`config.mk`:
```
export PLATFORM = sky130hd
export DESIGN_NAME = spi_byte_slave
export DESIGN_NICKNAME = d
export VERILOG_FILES = /design/src/rtl/spi_byte_slave_pkg.sv /design/src/rtl/spi_input_sync.sv /design/src/rtl/spi_byte_slave.sv
export SDC_FILE = /design/constraint.sdc
export NUM_CORES = 1
export LEC_CHECK = 0
export BUFFER_PORTS_ARGS = -buffer_cell sky130_fd_sc_hd__buf_2
export CORE_ASPECT_RATIO = 0.6
export CORE_MARGIN = 1.5
export CORE_UTILIZATION = 35
export DETAILED_ROUTE_END_ITERATION = 10
export PLACE_DENSITY_LB_ADDON = 0.12
export SLEW_MARGIN = 15
export SYNTH_ARGS = -nofsm -noshare
export SYNTH_HDL_FRONTEND = slang
export SYNTH_SLANG_ARGS = --single-unit
```
`constraint.sdc`:
```
create_clock -name clk -period 1.5 [get_ports clk]
set_input_delay 0.15 -clock clk [delete_from_list [all_inputs] [get_ports clk]]
set_output_delay 0.15 -clock clk [all_outputs]
set_load 0.01 [all_outputs]
```
`src/rtl/spi_byte_slave_pkg.sv`:
```
// Shared constants for the SPI byte slave.
//   SPI_WIDTH       : default frame width in bits
//   SPI_SYNC_STAGES : default synchroniser depth for sck/ssel/mosi
//   SPI_MODE        : SPI mode implemented (CPOL=0, CPHA=0)
package spi_byte_slave_pkg;
  localparam int unsigned SPI_WIDTH       = 8;
  localparam int unsigned SPI_SYNC_STAGES = 3;
  localparam int unsigned SPI_MODE        = 0;
endpackage

```
`src/rtl/spi_input_sync.sv`:
```
// N-stage synchroniser with edge detection on the last two stages.
//   clk, rst_n : system clock, synchronous active-low reset
//   din        : asynchronous input pin
//   level      : synchronised level (last stage)
//   rise, fall : one-clk strobes for a 0->1 / 1->0 transition of level
module spi_input_sync
  import spi_byte_slave_pkg::*;
#(
  parameter int unsigned STAGES    = SPI_SYNC_STAGES,
  parameter logic        RESET_VAL = 1'b0
) (
  input  logic clk,
  input  logic rst_n,
  input  logic din,
  output logic level,
  output logic rise,
  output logic fall
);

  // sync_q[0] is the newest sample, sync_q[STAGES-1] the oldest
  logic [STAGES-1:0] sync_q, sync_d;

  always_comb begin
    sync_d = {sync_q[STAGES-2:0], din};
  end

  always_ff @(posedge clk) begin
    if (!rst_n) begin
      sync_q <= {STAGES{RESET_VAL}};
    end else begin
      sync_q <= sync_d;
    end
  end

  // Edge is flagged one cycle before level itself changes
  assign level = sync_q[STAGES-1];
  assign rise  = sync_q[STAGES-2] & ~sync_q[STAGES-1];
  assign fall  = ~sync_q[STAGES-2] & sync_q[STAGES-1];

endmodule

```
`src/rtl/spi_byte_slave.sv`:
```
// SPI mode-0 slave (MSB first) running in the system clock domain.
//   clk, rst_n   : system clock (>= 4x sck), synchronous active-low reset
//   sck, mosi    : SPI clock / master data from the pins
//   ssel         : slave select, active low
//   miso         : slave data, MSB first, 0 while not selected
//   byteReceived : one-clk strobe, receivedData holds a new byte
//   receivedData : last complete received byte
//   dataNeeded   : dataToSend is sampled at the next load event
//   dataToSend   : byte to shift out
module spi_byte_slave
  import spi_byte_slave_pkg::*;
#(
  parameter int unsigned SYNC_STAGES = SPI_SYNC_STAGES,
  parameter int unsigned WIDTH       = SPI_WIDTH
) (
  input  logic             clk,
  input  logic             rst_n,
  input  logic             sck,
  input  logic             mosi,
  output logic             miso,
  input  logic             ssel,
  output logic             byteReceived,
  output logic [WIDTH-1:0] receivedData,
  output logic             dataNeeded,
  input  logic [WIDTH-1:0] dataToSend
);

  localparam int unsigned CNT_W = (WIDTH > 2) ? $clog2(WIDTH) : 1;
  localparam logic [CNT_W-1:0] LAST_BIT = CNT_W'(WIDTH - 1);

  logic sck_level_unused, sck_rise, sck_fall;
  logic ssel_level, ssel_rise_unused, ssel_start;
  logic active, mosi_s;

  logic [SYNC_STAGES-1:0] mosi_sync_q, mosi_sync_d;
  logic [CNT_W-1:0]       bit_cnt_q, bit_cnt_d;
  logic [WIDTH-1:0]       rx_shift_q, rx_shift_d;
  logic [WIDTH-1:0]       tx_shift_q, tx_shift_d;
  logic [WIDTH-1:0]       received_data_q, received_data_d;
  logic                   byte_received_q, byte_received_d;
  logic                   data_needed_q, data_needed_d;
  logic                   miso_q, miso_d;
  logic                   load_pending_q, load_pending_d;

  spi_input_sync #(.STAGES(SYNC_STAGES), .RESET_VAL(1'b0)) u_sck_sync (
    .clk   (clk),
    .rst_n (rst_n),
    .din   (sck),
    .level (sck_level_unused),
    .rise  (sck_rise),
    .fall  (sck_fall)
  );

  spi_input_sync #(.STAGES(SYNC_STAGES), .RESET_VAL(1'b1)) u_ssel_sync (
    .clk   (clk),
    .rst_n (rst_n),
    .din   (ssel),
    .level (ssel_level),
    .rise  (ssel_rise_unused),
    .fall  (ssel_start)
  );

  assign active = ~ssel_level;
  assign mosi_s = mosi_sync_q[SYNC_STAGES-1];

  always_comb begin
    mosi_sync_d     = {mosi_sync_q[SYNC_STAGES-2:0], mosi};
    bit_cnt_d       = bit_cnt_q;
    rx_shift_d      = rx_shift_q;
    tx_shift_d      = tx_shift_q;
    received_data_d = received_data_q;
    byte_received_d = 1'b0;
    load_pending_d  = load_pending_q;

    // Receive side; deselect drops any partial byte
    if (!active) begin
      bit_cnt_d      = '0;
      load_pending_d = 1'b0;
    end else if (sck_rise) begin
      rx_shift_d = {rx_shift_q[WIDTH-2:0], mosi_s};
      if (bit_cnt_q == LAST_BIT) begin
        bit_cnt_d       = '0;
        received_data_d = {rx_shift_q[WIDTH-2:0], mosi_s};
        byte_received_d = 1'b1;
        load_pending_d  = 1'b1;
      end else begin
        bit_cnt_d = bit_cnt_q + 1'b1;
      end
    end

    // Transmit side; ssel_start occurs while still inactive, so it
    // takes priority over any coincident sck fall.
    if (ssel_start) begin
      tx_shift_d     = dataToSend;
      load_pending_d = 1'b0;
    end else if (active && sck_fall) begin
      if (load_pending_q) begin
        tx_shift_d     = dataToSend;
        load_pending_d = 1'b0;
      end else begin
        tx_shift_d = {tx_shift_q[WIDTH-2:0], 1'b0};
      end
    end

    data_needed_d = ~active | load_pending_q;
    miso_d        = active ? tx_shift_d[WIDTH-1] : 1'b0;
  end

  always_ff @(posedge clk) begin
    if (!rst_n) begin
      mosi_sync_q     <= '0;
      bit_cnt_q       <= '0;
      rx_shift_q      <= '0;
      tx_shift_q      <= '0;
      received_data_q <= '0;
      byte_received_q <= 1'b0;
      data_needed_q   <= 1'b0;
      miso_q          <= 1'b0;
      load_pending_q  <= 1'b0;
    end else begin
      mosi_sync_q     <= mosi_sync_d;
      bit_cnt_q       <= bit_cnt_d;
      rx_shift_q      <= rx_shift_d;
      tx_shift_q      <= tx_shift_d;
      received_data_q <= received_data_d;
      byte_received_q <= byte_received_d;
      data_needed_q   <= data_needed_d;
      miso_q          <= miso_d;
      load_pending_q  <= load_pending_d;
    end
  end

  assign miso         = miso_q;
  assign byteReceived = byte_received_q;
  assign receivedData = received_data_q;
  assign dataNeeded   = data_needed_q;

endmodule

```
; ---- After elaboration in Yosys (flattened, before gate mapping)
; Index checks and enable logic that the tools add are counted.
[classes]
addsub = 1
eq_ne = 1
muxes = 10
bitwise = 10
reduce_logical = 7
[op_table]
columns = op, n
row1 = $mux 8, 3
row2 = $mux 1, 6
row3 = $not 1->1, 6
row4 = $reduce_or 2->1, 2
row5 = $add 3x1->3 const B, 1
row6 = $and 1x1->1, 3
row7 = $eq 3x3->1 const B, 1
row8 = $mux 3, 1
row9 = $reduce_and 3->1, 1
row10 = $reduce_or 3->1, 1
row11 = $reduce_and 2->1, 1
row12 = $reduce_bool 2->1, 1
row13 = $logic_and 1x1->1, 1
row14 = $or 1x1->1, 1
[word_totals]
register_bits = 39

; ---- Depth between registers and ports, before layout
[logic_depth]
depth_word = 6
ltp_mapped = 6
ltp_nobuf = 5

; ---- Hierarchy
; A second synthesis with hierarchy kept.
[unflattened]
cells_unflattened = 169
hier_area_um2 = 1525.2
[by_module_without_submodules]
columns = mod, instances, cells_each, area_per_inst_um2, seq_area_each_um2
row1 = spi_byte_slave, 1, 153, 1342.5, 660.6
row2 = spi_input_sync, 2, 8, 91.3, 60.1

; ---- Least setup slack after synthesis
; No wires, ideal clock.
[synth_timing]
path_type = flip-flop to flip-flop
from = reg bit_cnt_q[0]
to = reg received_data_q[0] (netlist: receivedData[0])
setup_ns = 0.128
t_arrival_ns = 1.326
t_required_ns = 1.372
path_slack_ns = 0.047
path_stages_with_launch = 7
n_path_buf = 1
synth_period_minus_slack_ns = 1.453
path_cell_list = dfxtp_1 > ha_1 > ha_1 > nor4bb_1 > buf_4 > mux2i_1 > nor2_1
[synth_via]
elab_chain_cells = 2
[synth_lines]
columns = element, line
row1 = start: declaration, spi_byte_slave.sv:36  ; logic [CNT_W-1:0] bit_cnt_q, bit_cnt_d;
row2 = start signal: assignment, spi_byte_slave.sv:122  ; bit_cnt_q <= bit_cnt_d;
row3 = $eq 3x3->1, spi_byte_slave.sv:81  ; if (bit_cnt_q == LAST_BIT) begin
row4 = $reduce_and 3->1 (no source line), --
row5 = end signal: assignment, spi_byte_slave.sv:125  ; received_data_q <= received_data_d;
row6 = end: declaration, spi_byte_slave.sv:39  ; logic [WIDTH-1:0] received_data_q, received_data_d;
; No other way between the ends.
; A chain may end at the register's enable or synchronous reset.

; ---- Worst setup path in the final report
; Ends and elaborated chain as after synthesis.

==> results.md <==
- Final Setup Violations: 0
- Port bufs: 23
- Top-level port count: 24
- Setup_tns: 0 ns
- Via count: 1123
- Drt first-iter violations: 45
- Ant diodes: 0
- Worst reg2reg startpoint: bit_cnt_q[0]
- Initial antenna violation count: 0
- Clock Path Buffers: 2
- Hold Buf Count CTS: 0
- Max Cap Viol: 0
- Core area: 4099 µm²
- Die H: 53.57 µm
- Antenna violation net count after detailed routing: 0
- Synth-to-Final Area Change: 23.99%
- CP max stage delay: 0.36 ns
- Number of global-route vias before repair: 1048
- CP dominant cell by count: ha_4
- Status: finished clean
- Die Area: 4675 µm²
- Via density per instance: 4.699
- Clk sinks: 39
- Area contributors post-synth: dfxtp_1, mux2i_1, nor2_1
- Synthesized area: 1491 µm²
- Nets@finish: 193
- CTS tree: yes
- First-pass GRT wire length: 4.954 mm
- Final WL: 3.125 mm
- Worst Skew: 0.006496 ns
- H-Tree Depth: 2
- CP startpoint kind: flip-flop
- Syn Nets: 162
- Hold EP: u_ssel_sync.sync_q[0]
- Placement Cell Area: 1699 µm²
- Syn Area/Cell: 10.15 µm²
- Final period util: 96.17%
- RSZ-0062 raised after global routing: yes
- Pre-Repair DR Iteration Count: 4
- Synth top cells by count: dfxtp_1, nor2_1, mux2i_1
- Final hold viol count: 0
- Slew Limit Fails: 0
- Synthesis warning total: 0
- Post-synth EDFFs: 0
- Share of post-route cells with drive strength above 1: 28.49%
- Finished Cell Area: 1849 µm²
- DRC errors left: 0
- Synthesis-stage register bit count: 39
- Ys async rst share: 0%
- R2R cell count: 6
- Starting Density: 36.39%
- GRT Util Overall: 14.63%
- Slowest CP cell: dfxtp_2
- Pleak: 0.6739 nW
- Site Rows: 18
- Total congestion overflow: 0
- Max-slew headroom: 47.75%
- Crit-path cells: ha_4 > ha_4 > nor4bb_4 > buf_4 > mux2i_1 > nor2_1
- Total power per unit cell area: 995.2 nW/µm²
- Setup slack, reg-to-reg: 0.06 ns
- Worst-Margin Slew: 0.7829 ns
- Top FF cell, synth: dfxtp_1
- Core Util, Final: 45.12%
- Critical Path End Type: flip-flop
- FF-to-FF End: receivedData[0]
- Post-Syn Instances: 147
- Largest area contributor in the netlist: dfxtp_1
- Top cell type's share of synthesized area: 52.35%
- Crit Path Category: flip-flop to flip-flop
- Chip width: 87.28 µm
- Worst EP arrival: 1.59 ns
- F_max: 0.6932 GHz
- Hold Path Origin: ssel
- Fillcell total: 401
- Root Buffer Master: clkbuf_8
- Worst skew pair latency: 0.29 ns
- Reg clk slew, reported paths: 0.07 ns
- Largest net degree at the start of global routing: 25
- Routed length per placed instance: 13.08 µm
- GPL Wtd Cong: 0.6935
- Hold depth: 2
- Critical Path Fanout Max: 4
- Netlist cell types: 30
- Worst endpoint required time: 1.65 ns
- Tmin final: 1.443 ns
- Cts bufs inserted: 5
- Hpwl dp: 2.003 mm
- Hold crit path type: input port to flip-flop
- Most common cell in the netlist: dfxtp_1
- Sequential element share of the synthesized area: 52.35%
- VDD IR max: 430.9 µV
## logic make-up after synthesis
family                   Yosys count  synth area share, %
AND/OR/NAND/NOR                   59                21.23
adder cells (fa/ha/maj)            2                1.678
flip-flops                        39                52.35
multiplexers                      16                10.74
buffers and inverters             11                3.775
AO/OA/AOI/OAI                     20                10.23
## registers in the layout (all words and copies together) (netlist names), 3 cells and up
name                cells
u_sck_sync.sync_q       3
rx_shift_q              7
tx_shift_q              8
bit_cnt_q               3
receivedData            8
mosi_sync_q             3
u_ssel_sync.sync_q      3
## stage by stage
step           power (mW)  worst slack (ns)  cells  hold WS (ns)
2_1_floorplan       1.156           0.04663    147        0.2515
3_3_place_gp        1.188          0.004230    229        0.3433
3_5_place_dp        1.191          -0.06087    229        0.3452
4_1_cts             1.871           0.01192    238       0.04265
5_1_grt             1.923          -0.05163    239       0.05307
6_report            1.840           0.05748    239       0.04787
## how the worst max path moves through the flow
stage	from	end	slack (ns)	depth (start not counted)
final	bit_cnt_q[0]	receivedData[0]	0.06	6
after detailed placement	bit_cnt_q[0]	receivedData[1]	-0.06	6
after CTS	bit_cnt_q[0]	receivedData[1]	0.01	6
after floorplan	bit_cnt_q[0]	receivedData[0]	0.05	6
after global placement	bit_cnt_q[0]	receivedData[3]	0.004	6
after global routing	bit_cnt_q[1]	receivedData[3]	-0.05	6
## cell type report
type | instances | area (µm²) | share of cell area [%]
sequential | 39 | 784.5 | 42.42
multi-input combinational | 97 | 694.4 | 37.55
timing repair buffer | 33 | 206.4 | 11.16
clock buffer | 7 | 76.32 | 4.127
tap | 60 | 75.07 | 4.060
inverter | 2 | 7.507 | 0.4060
clock inverter | 1 | 5.005 | 0.2706
## power by group
part	switching (mW)	leakage, nW	internal [mW]
Sequential	0.0142	0.318	1.06
Combinational	0.0511	0.313	0.0449
Clock	0.346	0.0422	0.326
Total	0.412	0.674	1.43
## worst max-delay path: cells and delay by family, from the launching register on
kind                       cells  cell delay [ns]
adders and majority gates      2             0.27
buffers and inverters          1             0.21
DFF                            1             0.36
muxes                          1             0.18
and+or+nand+nor                2             0.29
## routing by layer
metal  wire length, µm  global-route usage (%)
met1              1593                   19.04
met2              1345                   21.54
met3               145                   5.061
met4                41                   7.937
met5                 0                       0
## timing repair
action	in CTS	in global routing
pin swaps	1	0
setup buffers	0	1
cloned	1	0
endpoints found under the setup margin	8	10
gates resized for setup	4	7
## cell usage in the layout (no fill, tap or decap), types with 2 or more instances in the layout
cell type  instances
a2111oi_2          2
a21oi_1            3
a311oi_1           6
and2_1             7
buf_2             23
buf_4              8
clkbuf_1           2
clkbuf_8           5
dfxtp_1           36
dfxtp_2            3
ha_4               2
inv_1              2
mux2i_1           16
nand2_1            4
nand2b_1           7
nand3_1            6
nor2_1            21
nor3_1             6
o21ai_0            3
o21ai_1            3
(Power assumes the default switching activity.)
